`config.mk`:
```
export PLATFORM = sky130hd
export DESIGN_NAME = rr_grant_arbiter
export DESIGN_NICKNAME = d
export VERILOG_FILES = /design/src/rtl/rr_grant_arbiter_pkg.sv /design/src/rtl/rr_grant_arbiter_pick.sv /design/src/rtl/rr_grant_arbiter.sv
export SDC_FILE = /design/constraint.sdc
export NUM_CORES = 1
export LEC_CHECK = 0
export ABC_AREA = 1
export BUFFER_PORTS_ARGS = -buffer_cell sky130_fd_sc_hd__buf_2
export CORE_AREA = 4 4 51 53
export DETAILED_ROUTE_END_ITERATION = 8
export DIE_AREA = 0 0 55 57
export PLACE_DENSITY = 0.75
export REMOVE_ABC_BUFFERS = 1
export SETUP_SLACK_MARGIN = 0.02
export SYNTH_ARGS = -nofsm -noshare
export SYNTH_HDL_FRONTEND = slang
export SYNTH_SLANG_ARGS = --single-unit
```
`constraint.sdc`:
```
create_clock -name clk -period 3.85 [get_ports clk]
set_input_delay 1.155 -clock clk [delete_from_list [all_inputs] [get_ports clk]]
set_output_delay 1.155 -clock clk [all_outputs]
set_load 0.05 [all_outputs]
```
`src/rtl/rr_grant_arbiter_pkg.sv`:
```
// Shared definitions for round-robin arbitration blocks: FSM encodings and
// the index-width helper.
package rr_grant_arbiter_pkg;

  typedef enum logic {
    ST_IDLE  = 1'b0,
    ST_GRANT = 1'b1
  } arb_state_e;

  // Width of an index into n requesters, never less than one bit.
  function automatic int unsigned idx_w(input int unsigned n);
    return (n < 2) ? 1 : $clog2(n);
  endfunction

endpackage

```
`src/rtl/rr_grant_arbiter_pick.sv`:
```
// Rotating-priority picker: first set bit of mask at or above start,
// wrapping modulo N.
module rr_pick
  import rr_grant_arbiter_pkg::*;
#(
  parameter int unsigned N = 4
) (
  input  logic [N-1:0]          mask,
  input  logic [idx_w(N)-1:0]   start,
  output logic [idx_w(N)-1:0]   idx,
  output logic                  found
);

  localparam int unsigned IW = idx_w(N);

  logic [2*N-1:0] dbl;
  logic [N-1:0]   rot;
  logic [IW-1:0]  rel;
  logic [IW:0]    sum;

  // Rotate so start lands at bit 0, encode lowest set bit, then undo rotation.
  always_comb begin
    dbl   = {mask, mask} >> start;
    rot   = dbl[N-1:0];
    rel   = '0;
    found = 1'b0;
    for (int i = 0; i < int'(N); i++) begin
      if (rot[i] && !found) begin
        rel   = IW'(i);
        found = 1'b1;
      end
    end
    sum = {1'b0, rel} + {1'b0, start};
    if (sum >= (IW+1)'(N)) begin
      idx = IW'(sum - (IW+1)'(N));
    end else begin
      idx = sum[IW-1:0];
    end
  end

endmodule

```
`src/rtl/rr_grant_arbiter.sv`:
```
// Round-robin arbiter with grant hold while requested and a hold limit that
// hands the resource on when others are waiting.
module rr_grant_arbiter
  import rr_grant_arbiter_pkg::*;
#(
  parameter int unsigned N        = 4,
  parameter int unsigned MAX_HOLD = 8
) (
  input  logic                  clk,
  input  logic                  rst,
  input  logic [N-1:0]          req,
  output logic [N-1:0]          grant,
  output logic [idx_w(N)-1:0]   grant_idx,
  output logic                  grant_valid
);

  localparam int unsigned IW      = idx_w(N);
  localparam int unsigned CW      = (MAX_HOLD + 1 < 2) ? 1 : $clog2(MAX_HOLD + 1);
  localparam int unsigned CNT_MAX = (MAX_HOLD == 0) ? 0 : MAX_HOLD - 1;

  arb_state_e    state_q, state_d;
  logic [IW-1:0] ptr_q, ptr_d;
  logic [CW-1:0] cnt_q, cnt_d;
  logic [N-1:0]  grant_q, grant_d;
  logic [IW-1:0] idx_q, idx_d;
  logic          valid_q, valid_d;

  logic [N-1:0]  pick_mask;
  logic [IW-1:0] pick_start;
  logic [IW-1:0] pick_idx;
  logic          pick_found;
  logic [IW-1:0] next_ptr;
  logic          others;
  logic          handoff;

  rr_pick #(.N(N)) u_pick (
    .mask  (pick_mask),
    .start (pick_start),
    .idx   (pick_idx),
    .found (pick_found)
  );

  always_ff @(posedge clk) begin
    if (rst) begin
      state_q <= ST_IDLE;
      ptr_q   <= '0;
      cnt_q   <= '0;
      grant_q <= '0;
      idx_q   <= '0;
      valid_q <= 1'b0;
    end else begin
      state_q <= state_d;
      ptr_q   <= ptr_d;
      cnt_q   <= cnt_d;
      grant_q <= grant_d;
      idx_q   <= idx_d;
      valid_q <= valid_d;
    end
  end

  // Next-state: in GRANT the scan excludes the owner and starts just past it.
  always_comb begin
    state_d    = state_q;
    ptr_d      = ptr_q;
    cnt_d      = cnt_q;
    grant_d    = grant_q;
    idx_d      = idx_q;
    valid_d    = valid_q;
    next_ptr   = (idx_q == IW'(N - 1)) ? '0 : idx_q + IW'(1);
    others     = |(req & ~grant_q);
    handoff    = 1'b0;
    pick_mask  = req;
    pick_start = ptr_q;

    if (state_q == ST_GRANT) begin
      pick_mask  = req & ~grant_q;
      pick_start = next_ptr;
      handoff    = !req[idx_q] ||
                   ((MAX_HOLD != 0) && (cnt_q == CW'(CNT_MAX)) && others);
    end

    case (state_q)
      ST_IDLE: begin
        if (pick_found) begin
          state_d = ST_GRANT;
          grant_d = N'(1) << pick_idx;
          idx_d   = pick_idx;
          valid_d = 1'b1;
          cnt_d   = '0;
        end
      end
      ST_GRANT: begin
        if (handoff) begin
          ptr_d = next_ptr;
          cnt_d = '0;
          if (pick_found) begin
            grant_d = N'(1) << pick_idx;
            idx_d   = pick_idx;
          end else begin
            state_d = ST_IDLE;
            grant_d = '0;
            idx_d   = '0;
            valid_d = 1'b0;
          end
        end else if (cnt_q != CW'(CNT_MAX)) begin
          cnt_d = cnt_q + CW'(1);
        end
      end
      default: state_d = ST_IDLE;
    endcase
  end

  assign grant       = grant_q;
  assign grant_idx   = idx_q;
  assign grant_valid = valid_q;

endmodule

```
After elaboration in Yosys (flattened, before gate mapping)
Cells that the tools add are included.
Widths: inputs -> output; s select.

storage, ports and cells
  register bits = 14
  output and inout bits = 7
  word-level logic and storage cells = 71

cells by class
  add/sub/neg operators = 4
  magnitude comparators = 2
  eq/ne operators = 7
  shifts and indexed selects = 2
  mux-type cells = 33
  bitwise operators = 3
  reduce and logical (&&, ||, !) cells = 14

operators by type and width
  cell                 number
  $mux 4               7
  $mux 2               8
  $pmux 4 s2           2
  $mux 1               12
  $shr 8x2->4          1
  $reduce_and 2->1     3
  $add 4x1->4 const B  1
  $and 4x4->4          1
  $eq 4x3->1 const B   1
  $logic_and 1x1->1    4
  $logic_not 1->1      4
  $ne 2x2->1 const B   2
  $ne 4x3->1 const B   1
  $not 4->4            1
  $pmux 1 s2           2
  $pmux 2 s2           1
  $reduce_or 4->1      1
  $shl 1x2->4 const A  1
  $add 2x2->3          1
  $ge 3x3->1 const B   1
  $lt 2x3->1 const B   1
  $ne 3x1->1 const B   1
  $reduce_and 3->1     1
  $add 2x1->2 const B  1
  6 further kinds      6

Longest topological paths before layout
Gate-level depths: netlist (run 1).

  word-level depth = 21
  mapped depth = 17
  gate-level depth less buffers = 17

By module
Synthesis (run 1) repeated with hierarchy kept, for this count alone.

second synthesis, totals
  cell total of the unflattened synthesis = 165
  area total of the unflattened synthesis = 1012.2 sq um

modules (own cells, without submodules)
  module            instances  cells an instance  area each (sq um)
  rr_grant_arbiter  1          130                847.1
  rr_pick           1          35                 165.2

Worst setup path before layout (run 1)
No wires, ideal clock.

  kind = input-to-reg
  from = in req[3]
  to = reg grant_q[2] (netlist: grant[2])
  library setup time = 0.114 ns
  data arrival time = 2.406 ns
  required time = 3.736 ns
  slack = 1.330 ns
  cell stages on the path = 15
  path through = inv_1 -> a21oi_1 -> nand2_1 -> nand2_1 -> nand2_1 -> nand2_1 -> nand2_1 -> a21oi_1 -> ha_1 -> xor2_1 -> nand3_1 -> nand2_2 -> nor2_1 -> nand2_1 -> nand2_1

on the way
  cells in the longest elaborated chain, start to end = 20
  elaborated cells on any way between the ends = 35
  those cells by class = 2 x add/sub; 1 x order compare; 2 x eq/ne; 2 x shift; 16 x mux; 1 x bitwise; 11 x reduce/logical

ends and longest elaborated chain
  what                                       line                                                      source
  start: declaration                         rr_grant_arbiter.sv:11                                    input logic [N-1:0] req,
  $and 4x4->4                                rr_grant_arbiter.sv:70, rr_grant_arbiter.sv:76
  $mux 4                                     rr_grant_arbiter.sv:75                                    if (state_q == ST_GRANT) begin
  $shr 8x2->4                                rr_grant_arbiter_pick.sv:23                               dbl = {mask, mask} >> start;
  $mux 1                                     rr_grant_arbiter_pick.sv:28                               if (rot[i] && !found) begin
  $logic_not 1->1                            rr_grant_arbiter_pick.sv:28
  $logic_and 1x1->1                          rr_grant_arbiter_pick.sv:28
  $mux 1                                     rr_grant_arbiter_pick.sv:28
  $logic_not 1->1                            rr_grant_arbiter_pick.sv:28
  [4 not listed]                             --
  $mux 2                                     rr_grant_arbiter_pick.sv:28
  $add 2x2->3                                rr_grant_arbiter_pick.sv:33                               sum = {1'b0, rel} + {1'b0, start};
  $ge 3x3->1 or $sub 2x1->2 (tied branches)  rr_grant_arbiter_pick.sv:34, rr_grant_arbiter_pick.sv:35
  $mux 2                                     rr_grant_arbiter_pick.sv:34                               if (sum >= (IW+1)'(N)) begin
  $shl 1x2->4                                rr_grant_arbiter.sv:86, rr_grant_arbiter.sv:97
  $mux 4                                     rr_grant_arbiter.sv:96                                    if (pick_found) begin
  $mux 4                                     rr_grant_arbiter.sv:93                                    if (handoff) begin
  $pmux 4 s2                                 rr_grant_arbiter.sv:82                                    case (state_q)
  end signal: assignment                     rr_grant_arbiter.sv:55                                    grant_q <= grant_d;
  end: declaration                           rr_grant_arbiter.sv:24                                    logic [N-1:0] grant_q, grant_d;

Several ways; a longest one is shown, not always the timed one. The select of a mux whose other input is x is not followed.
A chain may end at the register's enable or synchronous reset.

Worst setup path in the final report (run 1)
  from = reg state_q
  to = reg grant_q[2] (netlist: grant[2])

on the way
  cells in the longest elaborated chain, start to end = 19
  elaborated cells on any way between the ends = 30
  those cells by class = 2 x add/sub; 1 x order compare; 2 x eq/ne; 2 x shift; 15 x mux; 1 x bitwise; 7 x reduce/logical

ends and longest elaborated chain
  what                                       line                                                      source
  start: declaration                         rr_grant_arbiter.sv:21                                    arb_state_e state_q, state_d;
  start signal: assignment                   rr_grant_arbiter.sv:52                                    state_q <= state_d;
  $mux 4 or $mux 2 (tied branches)           rr_grant_arbiter.sv:75
  $shr 8x2->4                                rr_grant_arbiter_pick.sv:23
  $mux 1                                     rr_grant_arbiter_pick.sv:28
  $logic_not 1->1                            rr_grant_arbiter_pick.sv:28
  $logic_and 1x1->1                          rr_grant_arbiter_pick.sv:28
  $mux 1                                     rr_grant_arbiter_pick.sv:28
  $logic_not 1->1                            rr_grant_arbiter_pick.sv:28
  $logic_and 1x1->1                          rr_grant_arbiter_pick.sv:28
  [3 not listed]                             --
  $mux 2                                     rr_grant_arbiter_pick.sv:28
  $add 2x2->3                                rr_grant_arbiter_pick.sv:33
  $ge 3x3->1 or $sub 2x1->2 (tied branches)  rr_grant_arbiter_pick.sv:34, rr_grant_arbiter_pick.sv:35
  $mux 2                                     rr_grant_arbiter_pick.sv:34
  $shl 1x2->4                                rr_grant_arbiter.sv:86, rr_grant_arbiter.sv:97
  $mux 4                                     rr_grant_arbiter.sv:96
  $mux 4                                     rr_grant_arbiter.sv:93
  $pmux 4 s2                                 rr_grant_arbiter.sv:82

Several ways; a longest one is shown, not always the timed one. The select of a mux whose other input is x is not followed.

==> run summary, run 1 <==
Final Cell Area -> 0.00114 mm^2
CTS tree -> done
worst setup path class -> flip-flop to flip-flop
Setup Buffers After CTS -> 0
grt ovf -> 0
commonest non-fill, non-tap cell in the layout -> nand2_1
Max-slew headroom -> 66.5%
row count -> 17
# diodes -> 0
DP HPWL -> 1830 um
Synth Area in XOR/XNOR -> 1.72%
Worst Path Max Fanout -> 11
DRT Wirelength -> 2310 um
Fin. Hold Viols -> 0
Mapped Avg Cell Area -> 6.30 um^2
Area growth, synth to finish -> 11.4%
final setup violation count -> 0
slowest CP cell -> dfxtp_1
cell mode on critical path -> nand2_1
Via-to-Cell Ratio -> 5.10
most frequent cells in the layout -> 53 x nand2_1, 24 x nand3_1, 14 x inv_1, 14 x dfxtp_1, 12 x buf_2
Routed Antenna Nets -> 0
Skew-Pair Late Insertion Delay -> 290 ps
RSZ-0062 raised after global routing -> no
final non-filler cell total -> 204
Worst-path clk slew -> 90 ps
Post-Syn Area -> 0.00102 mm^2
mux contribution to synthesized area -> 0%
Starting Density -> 47.5%
fmax -> 0.406 GHz
CTS max path bufs -> 2
routed vias -> 1,040
Synth Area in Adders -> 3.68%
Final Max Slew Viols -> 0
worst endpoint required time -> 4050 ps
run status -> completed
worst r2r src -> state_q$_SDFF_PP0_
cell taking the most area after synthesis -> dfxtp_1
# Max-Cap Violations -> 0
register area share after synthesis -> 27.5%
layout cell share with drive strength beyond 1 -> 20.5%
Post-route DRC -> 0
beginning of the worst hold path -> cnt_q[3]$_SDFFE_PP0P_
largest family of logic cells by synthesized area -> simple AND/OR/NAND/NOR gates
Root Driver -> clkbuf_4
fin crit share -> 64.0%
DR WL/cell -> 11.3 um
pin count of the biggest net entering global routing -> 12
Unique masters post-synth -> 23
Leakage -> 0.591 nW
worst min-delay path class -> flip-flop to flip-flop
simple-gate share of the synthesized area -> 47.4%
ordered cell list for the critical path -> inv_1 > nand2_1 > nand2_2 > nand2_1 > nand3_1 > nand2_2 > nand2_1 > a21oi_1 > ha_1 > xor2_1 > nand3_1 > nand2_2 > nor2_1 > nand2_1 > nand2_1
Initial DRC Count -> 20
Setup crit end kind -> flip-flop
setup TNS -> 0 ps
input/output buffers -> 12
startpoint types -> flip-flop
Synth Instances -> 162
Core Region -> 0.00215 mm^2
Ys Warns -> 0
P per Cell Area -> 774 mW/mm^2
TritonCTS Buffers -> 3
FF+latch count, synth -> 14
Synth Area in Compound Gates -> 12.0%
Slew @ Worst Pin -> 502 ps
CP max stage delay -> 640 ps
overall routing resource usage -> 15.8%
Die Span Y -> 57 um
clock skew -> 7.20 ps
placer congestion estimate -> 0.829
Die ar. -> 0.00314 mm^2
Yosys top cell area share -> 27.5%
TritonRoute pass-1 iters -> 4
Worst Setup SP -> state_q$_SDFF_PP0_
post_cts resized -> 0
H-tree levels -> 1
clock sinks -> 14
Top Ports -> 13
post-placement cell count -> 200
Placed Area -> 0.00110 mm^2
Chip Width -> 55 um
antenna violations before repair -> 0
cts hold-fix bufs -> 0
R2R Setup Slk -> 1390 ps
vias in the first global route -> 873
Final #Nets -> 186
first-pass GRT wire length -> 3640 um
Worst Path Arrival -> 2660 ps
top post-synthesis cells by area -> dfxtp_1 27%, nand2_1 19%, nand3_1 12%
min Tclk post-route -> 2460 ps
VDD IR max -> 432 uV
## cell type report
class,count,area [um^2]
inverters,17,63.8
repair buffers,12,60.1
well taps,28,35.0
multi-input cells,129,662
flip-flops and latches,14,280
clock buffers,4,36.3
fillers,217,1010
## state kept, by name (all words and copies together), names as in the netlist
signal       cells
cnt_q            4
grant            4
grant_idx        2
grant_valid      1
ptr_q            2
state_q          1
## critical path, delay by kind of cell, from the launching register on
kind                       cells  cell delay (ps)
buffers and inverters          1              270
adders and majority gates      1              180
DFF                            1              640
and+or+nand+nor               11              980
xor gates and xnor gates       1              180
AOI/OAI and AO/OA              1              130
## Yosys cell counts (all sizes together)
master / n
nand2: 65
nand3: 24
inv: 16
dfxtp: 14
nor2: 12
a21oi: 10
o21ai: 10
ha: 3
buf: 2
xor2: 2
clkinv: 1
nand4: 1
o211ai: 1
or2: 1
## cells by family after synthesis
family,Yosys count
AND/OR/NAND/NOR,103
flip-flops,14
XOR/XNOR,2
buffers and inverters,19
AO/OA/AOI/OAI,21
adder cells (fa/ha/maj),3
## metrics by stage
stage	util [%]	setup slack, ps	total power (W)	hold slack, ps
6_report	52.9	1390	0.000880	496
5_1_grt	52.9	1110	0.000951	522
4_1_cts	52.9	1390	0.000882	501
3_5_place_dp	51.3	1080	0.000774	487
3_3_place_gp	51.3	1150	0.000761	471
2_1_floorplan	-	1330	0.000666	450
## routing by layer
layer  vias up  global-route usage [%]  share of wire, %  wire length [um]
li1        553                       -                 -                 -
met2        18                    26.2                52              1200
met1       465                    19.0                43               998
met3         4                    4.70               3.5                81
met5         -                       0                 0                 0
met4         0                    5.21               1.5                34
## worst paths after layout
kind,to,cells past startpoint
max,grant[2]$_SDFFE_PP0P_,15
min,cnt_q[3]$_SDFFE_PP0P_,2
max reg2reg,grant[2]$_SDFFE_PP0P_,15
min reg2reg,cnt_q[3]$_SDFFE_PP0P_,2
## power by group
part / internal, W / total, W / switching [W] / leakage (nW)
clock: 0.0000577 / 0.000107 / 0.0000495 / 0.0210
sequential: 0.000179 / 0.000221 / 0.0000415 / 0.115
combinational: 0.000169 / 0.000553 / 0.000384 / 0.455
(Power assumes the default switching activity.)
==> run 2: changes to the inputs <==
--- a/config.mk
+++ b/config.mk
@@ -5,12 +5,12 @@
 export SDC_FILE = /design/constraint.sdc
 export NUM_CORES = 1
 export LEC_CHECK = 0
-export ABC_AREA = 1
+export ABC_AREA = 0
 export BUFFER_PORTS_ARGS = -buffer_cell sky130_fd_sc_hd__buf_2
-export CORE_AREA = 4 4 51 53
+export CORE_AREA = 4 4 49 51
 export DETAILED_ROUTE_END_ITERATION = 8
-export DIE_AREA = 0 0 55 57
-export PLACE_DENSITY = 0.75
+export DIE_AREA = 0 0 53 55
+export PLACE_DENSITY = 0.77
 export REMOVE_ABC_BUFFERS = 1
 export SETUP_SLACK_MARGIN = 0.02
 export SYNTH_ARGS = -nofsm -noshare
==> constraint.sdc (replaced) <==
create_clock -name clk -period 2.1 [get_ports clk]
set_input_delay 0.63 -clock clk [delete_from_list [all_inputs] [get_ports clk]]
set_output_delay 0.63 -clock clk [all_outputs]
set_load 0.05 [all_outputs]
==> run 2 against run 1 <==
The flow now finishes with violations (setup timing). Cell count is 13% lower. Flip-flop and latch count stayed put. Global-route usage is 4.5 points higher. Sequential power is 88% higher. Via count is 6.2% lower. Combinational power is 140% higher. Die area is 7.0% lower. Critical path type unchanged. Critical endpoint is now grant_idx[1]$_SDFFE_PP0P_. Highest routed layer unchanged.
==> run summary, run 2 <==
M1 WL -> 1060 um (+5.8%)
Core Region -> 0.00194 mm^2 (-9.6%)
TritonRoute pass-1 iters -> 4 (unchanged)
switch share -> 45.7% (-8.2 points)
Final #Nets -> 161 (-13%)
Starting Density -> 47.4% (-0.10 points)
Via-to-Cell Ratio -> 5.48 (+7.6%)
Synth Area in Compound Gates -> 28.5% (+17 points)
mux contribution to synthesized area -> 8.42% (+8.4 points)
grt ovf -> 0 (unchanged)
placer congestion estimate -> 0.765 (-7.7%)
Clock power frac -> 9.8% (-2.4 points)
Leakage -> 0.604 nW (+2.3%)
fmax -> 0.408 GHz (+0.49%)
worst setup path class -> flip-flop to flip-flop
most frequent cells in the layout -> 32 x buf_4, 12 x buf_2, 11 x nand2_1, 11 x dfxtp_1, 8 x nor2_1
FF+latch count, synth -> 14 (unchanged)
Max-slew headroom -> 74.8% (+8.3 points)
register area share after synthesis -> 30.4% (+3.0 points)
Final Max Slew Viols -> 0 (unchanged)
Top FF cell, synth -> dfxtp_1
cell taking the most area after synthesis -> dfxtp_1
pin count of the biggest net entering global routing -> 9 (-3)
# fillers -> 156 (-28%)
Final WS setup -> -350 ps (-1740 ps)
top post-synthesis cells by area -> dfxtp_1 30%, nand2_1 5.3%, mux2i_1 4.3%
number of synthesized flops with an enable pin -> 0 (unchanged)
Synth Area in XOR/XNOR -> 0.951% (-0.76 points)
Placed Area -> 0.00122 mm^2 (+11%)
Area growth, synth to finish -> 51.8%
TritonCTS Buffers -> 3 (unchanged)
Synth async-reset ratio -> 0% (unchanged)
Routed Antenna Nets -> 0 (unchanged)
vias in the first global route -> 978 (+12%)
simple-gate share of the synthesized area -> 22.7% (-25 points)
top sig layer -> met4
# diodes -> 0 (unchanged)
Skew-Pair Late Insertion Delay -> 270 ps (-20 ps)
DP HPWL -> 1940 um (+6.2%)
Synth Instances -> 106 (-35%)
startpoint types -> flip-flop
worst hold margin -> 467 ps (-28.4 ps)
Mapped Avg Cell Area -> 8.69 um^2 (+38%)
failing checks -> setup timing
Int Pwr -> 0.00105 W (+160%)
Final Cell Area -> 0.00140 mm^2 (+23%)
Worst-path clk slew -> 80 ps (about the same)
part of the power in registers -> 21.4% (-3.7 points)
Chip Width -> 53 um (-3.6%)
CP max stage delay -> 370 ps (-270 ps)
Synth Area in Adders -> 4.08% (+0.40 points)
Die ar. -> 0.00292 mm^2 (-7.0%)
Initial DRC Count -> 8 (-60%)
final setup violation count -> 5 (+5)
commonest non-fill, non-tap cell in the layout -> buf_4
largest family of logic cells by synthesized area -> compound AO/OA/AOI/OAI gates
first-pass GRT wire length -> 4200 um (+15%)
CTS max path bufs -> 2 (unchanged)
Slew @ Worst Pin -> 367 ps (-135 ps)
Fin. Hold Viols -> 0 (unchanged)
pre-CTS worst setup slack -> -676 ps (-1750 ps)
input/output buffers -> 12 (unchanged)
Post-route DRC -> 0 (unchanged)
count leader, synth -> dfxtp_1
DRT Wirelength -> 2600 um (+13%)
worst endpoint required time -> 2310 ps (-1740 ps)
Ys Warns -> 0 (unchanged)
top cells by count, synth -> 14 x dfxtp_1, 13 x nand2_1, 9 x nor2_1
H-tree levels -> 1 (unchanged)
antenna violations before repair -> 0 (unchanged)
RSZ-0062 raised after global routing -> yes
Die Span Y -> 55 um (-3.5%)
fin crit share -> 117% (+53 points)
routed vias -> 976 (-6.2%)
Worst Path Arrival -> 2660 ps (about the same)
CTS tree -> done
cts hold-fix bufs -> 0 (unchanged)
P per Cell Area -> 1390 mW/mm^2 (+79%)
Post-Syn Area -> 921 um^2 (-9.8%)
slowest CP cell -> dfxtp_4
Switch Pwr -> 0.000887 W (+87%)
worst min-delay path class -> flip-flop to flip-flop
row count -> 16 (-1)
DR WL/cell -> 14.6 um (+29%)
run status -> finished with violations
Root Driver -> clkbuf_4
clock sinks -> 14 (unchanged)
overall routing resource usage -> 20.3% (+4.5 points)
layout cell share with drive strength beyond 1 -> 49.7% (+29 points)
ordered cell list for the critical path -> buf_4 > a21boi_4 > o21ai_0 > a21oi_1 > a31oi_1 > o21ai_1 > ha_2 > xnor2_4 > nor2_2 > o21a_1 > a211oi_4 > a32o_1
Met2 Wirelength -> 1360 um (+14%)
Unique masters post-synth -> 43 (+87%)
Worst Path Max Fanout -> 5 (-6)
Multi-input gate area -> 726 um^2 (+9.6%)
register area -> 287 um^2 (+2.2%)
min Tclk post-route -> 2450 ps (-12.1 ps)
WL met3 -> 57 um (-30%)
VDD IR max -> 729 uV (+69%)
Yosys top cell area share -> 30.4% (+3.0 points)
Top Ports -> 13 (unchanged)
# Max-Cap Violations -> 0 (unchanged)
Logic pwr share -> 68.8% (+6.0 points)
Setup crit end kind -> flip-flop
clock skew -> 2.49 ps (-4.70 ps)
-- run 2: cell types whose count changed in the layout (fill, tap and decap cells not counted), moves of 4 or more --
| cell | change |
|---|---|
| inv_1 | -10 |
| nand2_1 | -42 |
| o21ai_0 | -4 |
| buf_4 | +32 |
| nand3_1 | -21 |
| nand2_2 | -7 |
| a21oi_1 | -4 |
-- run 2: layout make-up --
cell class	instances	area share (%)
inverters	4	1.07
well taps	27	2.42
flip-flops and latches	14	20.5
repair buffers	44	21.5
multi-input cells	85	51.9
clock buffers	4	2.60
-- run 2: kinds of logic (layout without fill, tap and decap cells) --
family                     count (synthesis)  after routing
and+or+nand+nor                           40             40
AOI/OAI and AO/OA                         35             35
DFF                                       14             14
buffers and inverters                      7             52
muxes                                      6              6
adders and majority gates                  3              3
xor gates and xnor gates                   1              1
-- run 2: power by group through the flow --
stage,Sequential (W),Combinational [W],Clock [W]
CTS,0.000408,0.00129,0.000196
detailed placement,0.000393,0.00110,0
floorplan,0.000609,0.000463,0
global route,0.000428,0.00143,0.000208
finish,0.000415,0.00133,0.000190
global placement,0.000390,0.00106,0
-- run 2: stage by stage --
| step | cells | util [%] | power [W] | setup TNS [ps] |
|---|---|---|---|---|
| 2_1_floorplan | 103 | - | 0.00107 | -3390 |
| 3_3_place_gp | 173 | 62.7 | 0.00145 | -2900 |
| 3_5_place_dp | 173 | 62.7 | 0.00149 | -3850 |
| 4_1_cts | 178 | 69.4 | 0.00189 | -1180 |
| 5_1_grt | 178 | 72.0 | 0.00206 | -1960 |
| 6_report | 178 | 72.0 | 0.00194 | -1520 |
-- run 2: per-layer routing --
metal / GRT usage [%] / vias up
li1: - / 482
met1: 20.4 / 460
met2: 38.0 / 21
met3: 3.22 / 13
met4: 14.9 / 0
met5: 0 / -
-- run 2: final timing paths --
| check | to | slack, ps | depth (start not counted) | from |
|---|---|---|---|---|
| worst max-delay path | grant_idx[1]$_SDFFE_PP0P_ | -350 | 12 | state_q$_SDFF_PP0_ |
| worst min-delay path | ptr_q[0]$_SDFFE_PP0P_ | 470 | 2 | ptr_q[0]$_SDFFE_PP0P_ |
| worst max register to register | grant_idx[1]$_SDFFE_PP0P_ | -350 | 12 | state_q$_SDFF_PP0_ |
| worst min register to register | ptr_q[0]$_SDFFE_PP0P_ | 470 | 2 | ptr_q[0]$_SDFFE_PP0P_ |
-- run 2: critical path: cells and delay by family, from the launching register on --
family | cells | cell delay (ps)
compound gates | 8 | 1390
flops | 1 | 370
fa+ha+maj | 1 | 240
buf+inv | 1 | 170
xor+xnor | 1 | 150
simple gates | 1 | 50
-- run 2: what timing repair did --
action | CTS | global route
setup buffers | 1 | 0
setup endpoints to repair | 6 | 9
pin swaps | 6 | 8
gates resized for setup | 18 | 10
==> run 3: changes to the inputs <==
--- a/config.mk
+++ b/config.mk
@@ -11,6 +11,7 @@
 export DETAILED_ROUTE_END_ITERATION = 8
 export DIE_AREA = 0 0 53 55
 export PLACE_DENSITY = 0.77
+export RECOVER_POWER = 25
 export REMOVE_ABC_BUFFERS = 1
 export SETUP_SLACK_MARGIN = 0.02
 export SYNTH_ARGS = -nofsm -noshare
==> run 3 against run 2 <==
Clock-buffer cell count unchanged. Cell area shrank 0.63%. Power fell by 0.41%. Combinational power hardly changed. Sequential power barely moved. Via count is 0.20% higher. Largest power group unchanged. Critical path type unchanged. The flow still finishes with violations (setup timing). Critical path depth unchanged. First-iteration DRC count up 13%. Setup slack lost 1.9 ps. Non-clock buffer count did not move. Clock power is essentially flat.
==> run summary, run 3 (synthesized netlist as in run 2, its figures left out) <==
run status -> finished with violations
failing checks -> setup timing
first-pass GRT wire length -> 4200 um (unchanged)
VDD IR max -> 723 uV (-0.74%)
Max-slew headroom -> 60.6% (-14 points)
Starting Density -> 47.4% (unchanged)
min Tclk post-route -> 2450 ps (+1.87 ps)
routed vias -> 978 (+0.20%)
Final WS setup -> -352 ps (-1.87 ps)
Skew-Pair Late Insertion Delay -> 270 ps (about the same)
DP HPWL -> 1940 um (unchanged)
Post-route DRC -> 0 (unchanged)
P per Cell Area -> 1390 mW/mm^2 (+0.22%)
Die Span Y -> 55 um (unchanged)
worst setup path class -> flip-flop to flip-flop
Initial DRC Count -> 9 (+1)
TritonCTS Buffers -> 3 (unchanged)
ordered cell list for the critical path -> buf_4 > a21boi_4 > o21ai_0 > a21oi_1 > a31oi_1 > o21ai_1 > ha_2 > xnor2_4 > nor2_2 > o21a_1 > a211oi_4 > a32o_1
layout cell share with drive strength beyond 1 -> 47.0% (-2.6 points)
CP Buf/Inv Count -> 1 (unchanged)
Via-to-Cell Ratio -> 5.49 (+0.20%)
Worst Path Arrival -> 2670 ps (about the same)
pin count of the biggest net entering global routing -> 9 (unchanged)
most frequent cells in the layout -> 32 x buf_4, 11 x nand2_1, 11 x dfxtp_1, 9 x buf_2, 8 x nor2_1
Final #Nets -> 161 (unchanged)
cts hold-fix bufs -> 0 (unchanged)
CTS tree -> done
input/output buffers -> 12 (unchanged)
RSZ-0062 raised after global routing -> yes
Final Power -> 0.00193 W (-0.41%)
Worst-path clk slew -> 80 ps (about the same)
startpoint types -> flip-flop
Die ar. -> 0.00292 mm^2 (unchanged)
Top Ports -> 13 (unchanged)
Chip Width -> 53 um (unchanged)
placer congestion estimate -> 0.765 (unchanged)
TritonRoute pass-1 iters -> 4 (unchanged)
DR WL/cell -> 14.6 um (about the same)
worst endpoint required time -> 2310 ps (about the same)
vias in the first global route -> 978 (unchanged)
overall routing resource usage -> 20.3% (unchanged)
Final Max Slew Viols -> 0 (unchanged)
commonest non-fill, non-tap cell in the layout -> buf_4
Leakage -> 0.591 nW (-2.2%)
Placed Area -> 0.00122 mm^2 (unchanged)
clock sinks -> 14 (unchanged)
row count -> 16 (unchanged)
Setup crit end kind -> flip-flop
M1 WL -> 1060 um (unchanged)
grt ovf -> 0 (unchanged)
CP max stage delay -> 370 ps (about the same)
pre-CTS worst setup slack -> -676 ps (unchanged)
Root Driver -> clkbuf_4
Routed Antenna Nets -> 0 (unchanged)
Core Region -> 0.00194 mm^2 (unchanged)
slowest CP cell -> dfxtp_4
Slew @ Worst Pin -> 594 ps (+227 ps)
Fin. Hold Viols -> 0 (unchanged)
antenna violations before repair -> 0 (unchanged)
worst min-delay path class -> flip-flop to flip-flop
fmax -> 0.408 GHz (about the same)
H-tree levels -> 1 (unchanged)
post-layout util -> 71.5% (-0.45 points)
DRT Wirelength -> 2600 um (about the same)
clock skew -> 0.990 ps (-1.50 ps)
Met2 Wirelength -> 1380 um (+1.2%)
R2R Setup Slk -> -350 ps (about the same)
top sig layer -> met4
fin crit share -> 117% (about the same)
# diodes -> 0 (unchanged)
Final Cell Area -> 0.00139 mm^2 (-0.63%)
final setup violation count -> 6 (+1)
CP delay by family, top -> compound AO/OA/AOI/OAI gates
CTS max path bufs -> 2 (unchanged)
Area growth, synth to finish -> 50.8%
WL met3 -> 54 um (-5.3%)
Worst Path Max Fanout -> 5 (unchanged)
# fillers -> 159 (+1.9%)
# Max-Cap Violations -> 0 (unchanged)
run 3: cell types whose count changed in the layout (fill, tap and decap cells not counted), sizes merged:
cell	delta
buf	-3
clkbuf	+3
run 3: timing repair:
action / in CTS / in global routing
gates resized for setup: 18 / 10
setup endpoints to repair: 6 / 9
setup buffers: 1 / 0
pin swaps: 6 / 8
run 3: power breakdown:
part	internal, W	switching [W]
Sequential	0.000343	0.0000719
Combinational	0.000596	0.000730
Clock	0.000105	0.0000854
Total	0.00105	0.000887
run 3: path summary, 6_finish.rpt:
kind,end,cells past startpoint,from
worst max register to register,grant_idx[1]$_SDFFE_PP0P_,12,state_q$_SDFF_PP0_
worst min register to register,ptr_q[0]$_SDFFE_PP0P_,2,ptr_q[0]$_SDFFE_PP0P_
worst max-delay path,grant_idx[1]$_SDFFE_PP0P_,12,state_q$_SDFF_PP0_
worst min-delay path,ptr_q[0]$_SDFFE_PP0P_,2,ptr_q[0]$_SDFFE_PP0P_
run 3: area by class of cell:
class,count,area (um^2),area share [%]
clock buffers,4,36.3,2.61
inverters,4,15.0,1.08
multi-input cells,85,721,51.9
flip-flops and latches,14,287,20.6
well taps,27,33.8,2.43
repair buffers,44,297,21.4
run 3: tightest hold or removal path, cell delays in order, from the launching register on:
cell	delay, ps
dfxtp_1	320
nand2_1	60
a21oi_1	50
run 3: metrics by stage:
stage	instances	hold slack, ps	setup TNS (ps)
2_1_floorplan	103	426	-3390
3_3_place_gp	173	442	-2900
3_5_place_dp	173	464	-3850
4_1_cts	178	475	-1180
5_1_grt	178	483	-2110
6_report	178	468	-1560
run 3: routing by layer:
layer / up-vias / global-route usage [%]
met4: 0 / 14.9
li1: 484 / -
met3: 11 / 3.22
met1: 464 / 20.4
met5: - / 0
met2: 19 / 38.0
